## src/rtl/lcmv_pkg.sv

```systemverilog
// Shared definitions for the LCMV classification back end: FSM encoding,
// FP32 constants and the total-order key used to compare FP32 scores.
package lcmv_pkg;

    localparam int FP32_W = 32;

    localparam logic [31:0] POS_ZERO  = 32'h0000_0000;
    localparam logic [31:0] NEG_ZERO  = 32'h8000_0000;
    localparam logic [31:0] ONE       = 32'h3F80_0000;
    localparam logic [31:0] MINUS_ONE = 32'hBF80_0000;

    typedef enum logic [2:0] {
        ST_IDLE = 3'd0,
        ST_REQ  = 3'd1,
        ST_WAIT = 3'd2,
        ST_SCAN = 3'd3,
        ST_EMIT = 3'd4,
        ST_DONE = 3'd5
    } state_t;

    // Maps FP32 bits onto an unsigned key whose order matches numeric order, with +0 above -0.
    function automatic logic [31:0] fp32_key(input logic [31:0] x);
        if (x[31]) begin
            return ~x;
        end else begin
            return x | 32'h8000_0000;
        end
    endfunction

endpackage

```

## src/rtl/counter_mod.sv

```systemverilog
// Modulo-MOD up counter with asynchronous reset, synchronous clear and
// count enable; last flags the terminal value MOD-1.
module counter_mod #(
    parameter  int MOD = 4,
    localparam int CW  = (MOD > 1) ? $clog2(MOD) : 1
) (
    input  logic          clk,
    input  logic          rst,
    input  logic          clr,
    input  logic          en,
    output logic [CW-1:0] cnt,
    output logic          last
);

    assign last = (cnt == CW'(MOD - 1));

    // Count register: clear has priority over enable, wraps after MOD-1.
    always_ff @(posedge clk or negedge rst) begin
        if (!rst) begin
            cnt <= '0;
        end else if (clr) begin
            cnt <= '0;
        end else if (en) begin
            cnt <= last ? '0 : cnt + CW'(1);
        end else begin
            cnt <= cnt;
        end
    end

endmodule

```

## src/rtl/fp32_greater.sv

```systemverilog
// Combinational FP32 comparison: gt is high when a orders strictly above b.
module fp32_greater
    import lcmv_pkg::*;
(
    input  logic [31:0] a,
    input  logic [31:0] b,
    output logic        gt
);

    assign gt = (fp32_key(a) > fp32_key(b));

endmodule

```

## src/rtl/x_argmax_classifier.sv

```systemverilog
// Labels each pixel (column of X) with the row holding the largest FP32 score
// and streams (pixel, class, score) beats out on a valid/ready interface.
module x_argmax_classifier
    import lcmv_pkg::*;
#(
    parameter  int N     = 4,
    parameter  int M     = 3,
    parameter  int WIDTH = 32,
    localparam int AW    = (M > 1) ? $clog2(M) : 1,
    localparam int RW    = (N > 1) ? $clog2(N) : 1
) (
    input  logic             clk,
    input  logic             rst,
    input  logic             start,
    output logic             finished,
    output logic [AW-1:0]    x_col_addr,
    output logic             x_col_addr_ready,
    input  logic             x_col_valid,
    input  logic [N*WIDTH-1:0] x_col_out,
    output logic             class_valid,
    input  logic             class_ready,
    output logic [AW-1:0]    class_pixel,
    output logic [RW-1:0]    class_idx,
    output logic [WIDTH-1:0] class_score
);

    state_t             state_r;
    state_t             state_nxt_s;
    logic               col_clr_s;
    logic               col_en_s;
    logic [AW-1:0]      col_cnt_s;
    logic               col_last_s;
    logic               row_clr_s;
    logic               row_en_s;
    logic [RW-1:0]      row_cnt_s;
    logic               row_last_s;
    logic [WIDTH-1:0]   col_r [N];
    logic [WIDTH-1:0]   row_data_s;
    logic [WIDTH-1:0]   best_score_r;
    logic [RW-1:0]      best_idx_r;
    logic               row_gt_s;
    logic               handshake_s;
    logic               addr_ready_r;
    logic               class_valid_r;
    logic               finished_r;
    logic [AW-1:0]      class_pixel_r;

    counter_mod #(.MOD(M)) u_col_cnt (
        .clk  (clk),
        .rst  (rst),
        .clr  (col_clr_s),
        .en   (col_en_s),
        .cnt  (col_cnt_s),
        .last (col_last_s)
    );

    counter_mod #(.MOD(N)) u_row_cnt (
        .clk  (clk),
        .rst  (rst),
        .clr  (row_clr_s),
        .en   (row_en_s),
        .cnt  (row_cnt_s),
        .last (row_last_s)
    );

    fp32_greater u_cmp (
        .a  (row_data_s),
        .b  (best_score_r),
        .gt (row_gt_s)
    );

    assign handshake_s = class_valid_r & class_ready;

    // Row select for the scan compare.
    always_comb begin
        row_data_s = '0;
        for (int i = 0; i < N; i++) begin
            if (row_cnt_s == RW'(i)) begin
                row_data_s = col_r[i];
            end else begin
                row_data_s = row_data_s;
            end
        end
    end

    // Next-state logic; also drives the counter clear/enable controls.
    always_comb begin
        state_nxt_s = state_r;
        col_clr_s   = 1'b0;
        col_en_s    = 1'b0;
        row_clr_s   = 1'b0;
        row_en_s    = 1'b0;
        case (state_r)
            ST_IDLE: begin
                if (start) begin
                    state_nxt_s = ST_REQ;
                    col_clr_s   = 1'b1;
                end else begin
                    state_nxt_s = ST_IDLE;
                end
            end
            ST_REQ: begin
                state_nxt_s = ST_WAIT;
                row_clr_s   = 1'b1;
            end
            ST_WAIT: begin
                // Row 0 is the initial best, so the scan starts at row 1; N=1 skips it.
                if (x_col_valid) begin
                    row_en_s    = 1'b1;
                    state_nxt_s = row_last_s ? ST_EMIT : ST_SCAN;
                end else begin
                    state_nxt_s = ST_WAIT;
                end
            end
            ST_SCAN: begin
                row_en_s = 1'b1;
                if (row_last_s) begin
                    state_nxt_s = ST_EMIT;
                end else begin
                    state_nxt_s = ST_SCAN;
                end
            end
            ST_EMIT: begin
                if (handshake_s) begin
                    if (col_last_s) begin
                        state_nxt_s = ST_DONE;
                    end else begin
                        state_nxt_s = ST_REQ;
                        col_en_s    = 1'b1;
                    end
                end else begin
                    state_nxt_s = ST_EMIT;
                end
            end
            ST_DONE: begin
                state_nxt_s = ST_IDLE;
            end
            default: begin
                state_nxt_s = ST_IDLE;
            end
        endcase
    end

    // State register.
    always_ff @(posedge clk or negedge rst) begin
        if (!rst) begin
            state_r <= ST_IDLE;
        end else begin
            state_r <= state_nxt_s;
        end
    end

    // Column capture and running best; strict compare keeps the lowest row on ties.
    always_ff @(posedge clk or negedge rst) begin
        if (!rst) begin
            for (int i = 0; i < N; i++) begin
                col_r[i] <= '0;
            end
            best_score_r <= '0;
            best_idx_r   <= '0;
        end else begin
            case (state_r)
                ST_WAIT: begin
                    if (x_col_valid) begin
                        for (int i = 0; i < N; i++) begin
                            col_r[i] <= x_col_out[i*WIDTH +: WIDTH];
                        end
                        best_score_r <= x_col_out[WIDTH-1:0];
                        best_idx_r   <= '0;
                    end else begin
                        best_score_r <= best_score_r;
                        best_idx_r   <= best_idx_r;
                    end
                end
                ST_SCAN: begin
                    if (row_gt_s) begin
                        best_score_r <= row_data_s;
                        best_idx_r   <= row_cnt_s;
                    end else begin
                        best_score_r <= best_score_r;
                        best_idx_r   <= best_idx_r;
                    end
                end
                default: begin
                    best_score_r <= best_score_r;
                    best_idx_r   <= best_idx_r;
                end
            endcase
        end
    end

    // Output strobes registered from the next state so they align with it.
    always_ff @(posedge clk or negedge rst) begin
        if (!rst) begin
            addr_ready_r  <= 1'b0;
            class_valid_r <= 1'b0;
            finished_r    <= 1'b0;
            class_pixel_r <= '0;
        end else begin
            addr_ready_r  <= (state_nxt_s == ST_REQ);
            class_valid_r <= (state_nxt_s == ST_EMIT);
            finished_r    <= (state_nxt_s == ST_DONE);
            if (state_nxt_s == ST_EMIT) begin
                class_pixel_r <= col_cnt_s;
            end else begin
                class_pixel_r <= class_pixel_r;
            end
        end
    end

    assign x_col_addr       = col_cnt_s;
    assign x_col_addr_ready = addr_ready_r;
    assign class_valid      = class_valid_r;
    assign class_pixel      = class_pixel_r;
    assign class_idx        = best_idx_r;
    assign class_score      = best_score_r;
    assign finished         = finished_r;

endmodule

```

## config.mk

```make
export PLATFORM = sky130hd
export DESIGN_NAME = x_argmax_classifier
export DESIGN_NICKNAME = d
export VERILOG_FILES = /design/src/rtl/lcmv_pkg.sv /design/src/rtl/counter_mod.sv /design/src/rtl/fp32_greater.sv /design/src/rtl/x_argmax_classifier.sv
export SDC_FILE = /design/constraint.sdc
export NUM_CORES = 1
export LEC_CHECK = 0
export BUFFER_PORTS_ARGS = -buffer_cell sky130_fd_sc_hd__buf_2
export CORE_AREA = 2 2 147 149
export CTS_BUF_LIST = sky130_fd_sc_hd__clkbuf_4 sky130_fd_sc_hd__clkbuf_8
export DETAILED_ROUTE_END_ITERATION = 16
export DIE_AREA = 0 0 149 151
export GPL_ROUTABILITY_DRIVEN = 0
export PLACE_DENSITY_LB_ADDON = 0.12
export SKIP_LAST_GASP = 1
export SYNTH_ARGS = -nofsm -noshare
export SYNTH_HDL_FRONTEND = slang
export SYNTH_SLANG_ARGS = --single-unit
export TNS_END_PERCENT = 5
```

## constraint.sdc

```tcl
create_clock -name clk -period 5.15 [get_ports clk]
set_clock_uncertainty 0.15 [all_clocks]
set_input_delay 0.515 -clock clk [delete_from_list [all_inputs] [get_ports clk]]
set_output_delay 0.515 -clock clk [all_outputs]
set_load 0.03 [all_outputs]
```

==> out/qor.csv <==
metric,value,unit
die height,151,um
outcome,"complete, no violations",
post-DP HPWL,18600,um
Leakage,0.00546,uW
overall power,8700,uW
combinational family with the most area after synthesis,simple AND/OR/NAND/NOR gates,
Diodes inserted,0,
"most used cell, CP",buf_4,
share of layout cells above drive strength 1,0.219,
H-tree depth,4,
area of the multi-input gates,0.00461,sq mm
hold depth,3,
Port-buffer cells,173,
Hold Crit Class,in -> reg,
RSZ-0062 raised after global routing,no,
Final Slew Violations,0,
"Seq/Total Area, Yosys",0.471,
"Max FO, Critical Path",33,
Synth Area in XOR/XNOR,0.0587,
CP arrival,4.75,ns
Crit Path Class,reg -> reg,
placed standard-cell area,0.0103,sq mm
Least-Margin Pin Slew,1.15,ns
"Net Count, Synth",1223,
Post-synth EDFFs,0,
Layout Area Growth over Synthesis,16.1,%
DRT Wirelength,26000,um
CTS Root Cell,clkbuf_8,
post-synthesis async set-or-reset flop share,1.00,
Syn Std Cell Area,0.00925,sq mm
Longest Clk Path Bufs,2,
Top delay family on crit path,buffers and inverters,
CP required,5.36,ns
first-pass GRT wire length,41100,um
FMAX,0.221,GHz
Sequential Area,0.00436,sq mm
CTS Sinks,174,
Global Route Usage Sum,0.238,
clk slew on worst S/H paths,0.11,ns
Core ar.,0.0208,sq mm
filler cell count,2048,
top_reg_cell synth,dfrtp_1,
Die Area,0.0225,sq mm
CTS Buf Count,17,
Mapped Cells,1054,
# IOs,174,
adder-cell share of the synthesized area,0.0487,
design area,0.0107,sq mm
"antenna viol nets, final",0,
"FF+latch count, synth",174,
Skew-Pair Late Insertion Delay,0.48,ns
via count,7637,
initial antenna violation count,0,
post-CTS setup buffers,0,
num rows,53,
syn_area_per_cell,8.78,sq um
Crit path depth,16,
Remaining DRCs,0,
Worst path slowest cell,buf_4,
1st-pass router iterations,5,
"Hold Violations, Final",0,
Post-Synth Simple-Gate Area,0.236,
unique cell type count in the Yosys netlist,43,
Initial Utilization,0.444,
Tcrit/Tclk final,0.880,
final core utilization,0.516,
routed vias/inst,5.15,
Startpoint Class,flip-flop,
largest net degree at the start of global routing,82,
vias in the first global route,7417,
final setup vio count,0,
Die Span X,149,um
initial DRC count,570,
YS warnings,0,
Worst slew margin,0.231,
Worst setup EP type,flip-flop,
CTS tree,built,
number of max-cap violations,0,
NumNets Final,1364,
compound-cell area share of the yosys netlist,0.0974,
crit path time final,4.53,ns
Worst Reg2Reg Path Length in Cells,16,
"Cell Chain, Critical Path",inv_1 > ha_1 > buf_4 > a221oi_1 > nor3_1 > a21oi_4 > buf_4 > xor2_1 > ha_1 > nand4_1 > nor2_1 > a221o_1 > nor3_4 > o221ai_4 > buf_4 > mux2_4,
Peak VDD IR,0.336,mV
CP peak stage delay,0.53,ns
PD cells,811,mW/mm^2
CP bufs+invs,4,
mux share of post-synthesis cell area,0.0557,
Routed wire per std cell,17.5,um
GRT overflow,0,
setup TNS,0,ns
[layout make-up]
class	instances	area share
multi-input cells	806	0.430
flip-flops and latches	174	0.406
repair buffers	188	0.0931
well taps	275	0.0320
clock buffers	17	0.0218
clock inverters	15	0.0150
inverters	8	0.00280
[worst paths after layout]
| check | startpoint | to | slack, ns |
|---|---|---|---|
| setup / recovery | u_row_cnt.cnt[1] | class_score[14] | 0.62 |
| hold / removal | x_col_out[40] | col_r[72] | 0.06 |
| setup reg to reg | u_row_cnt.cnt[1] | class_score[14] | 0.62 |
| hold reg to reg | col_r[86] | col_r[86] | 0.33 |
| max in group asynchronous | rst | col_r[15] | 3.21 |
| min in group asynchronous | rst | class_pixel[0] | 0.48 |
[cell usage in the layout, fill, tap and decap left out, types with 2 or more instances in the layout]
master / count
buf_4: 13
nor2b_1: 33
o21ai_0: 43
a21o_1: 3
a21oi_1: 50
ha_2: 2
inv_6: 7
dfrtp_1: 173
inv_1: 8
xor2_1: 31
mux2i_1: 2
nand4_1: 10
nor3_1: 34
clkbuf_8: 17
nand2_1: 432
mux2_2: 4
mux2_4: 30
nor2_1: 8
buf_2: 172
ha_1: 34
clkinv_4: 2
a221oi_1: 31
a22oi_1: 2
nand3_1: 4
xnor2_1: 31
inv_8: 4
[metal layers]
metal  up-vias  routed length (um)  global-route usage  part of all wire
li1       3766                   -                   -                 -
met1      3620               13300               0.377              0.51
met2       228               10800               0.329              0.42
met3        23                1470              0.0413             0.057
met4         0                 431              0.0705             0.017
met5         -                   0                   0                 0
[cells in the mapped netlist (all sizes together), types with 2 or more instances]
cell      n  area, sq um
nand3     4         20.0
o21ai    44          220
a21o      3         22.5
nor2b    34          213
nor2      8         30.0
a221oi   31          272
mux2i     2         20.0
nor3     36          196
buf      13         77.6
a22oi     2         15.0
nand4    10         62.6
inv       8         30.0
nand2   433         1630
ha       36          450
xnor2    31          272
dfrtp   174         4350
a21oi    51          259
mux2     34          495
clkbuf   53          199
xor2     31          272
[registers in the layout, indices dropped and copies added, names as in the netlist]
signal and cells:
finished 1, class_score 32, class_valid 1, state_r 3, x_col_addr_ready 1, class_idx 2
class_pixel 2, u_row_cnt.cnt 2, col_r 128, u_col_cnt.cnt 2
[power breakdown]
part | switching (uW) | internal [uW] | leakage (uW)
clock network | 573 | 407 | 0.000201
registers | 554 | 2020 | 0.00216
logic | 3020 | 2130 | 0.00309
total | 4140 | 4560 | 0.00546
[stage by stage]
stage	worst slack [ns]	std cells	hold slack [ns]
floorplan	1.42	1054	0.0694
global placement	0.769	1450	0.309
detailed placement	0.633	1450	0.313
CTS	0.599	1483	0.0435
global route	0.307	1483	0.0508
finish	0.617	1483	0.0603
[logic make-up after synthesis]
group | after synthesis
flops | 174
mux | 36
compound gates | 142
fa+ha+maj | 36
xor+xnor | 62
simple gates | 530
buf+inv | 74
[worst register-to-register path, delay by kind of cell, from the launching register on]
family | cells | cell delay [ns]
buffers and inverters | 4 | 1.29
AO/OA/AOI/OAI | 4 | 0.88
adder cells (fa/ha/maj) | 2 | 0.56
AND/OR/NAND/NOR | 4 | 0.56
flip-flops | 1 | 0.44
multiplexers | 1 | 0.38
XOR/XNOR | 1 | 0.17
[what timing repair did]
action,4_1_cts,5_1_grt
hold buffers,1,0
hold endpoints to repair,79,0
gates resized for setup,0,0
Note: power is estimated with default switching activity, not from simulation.
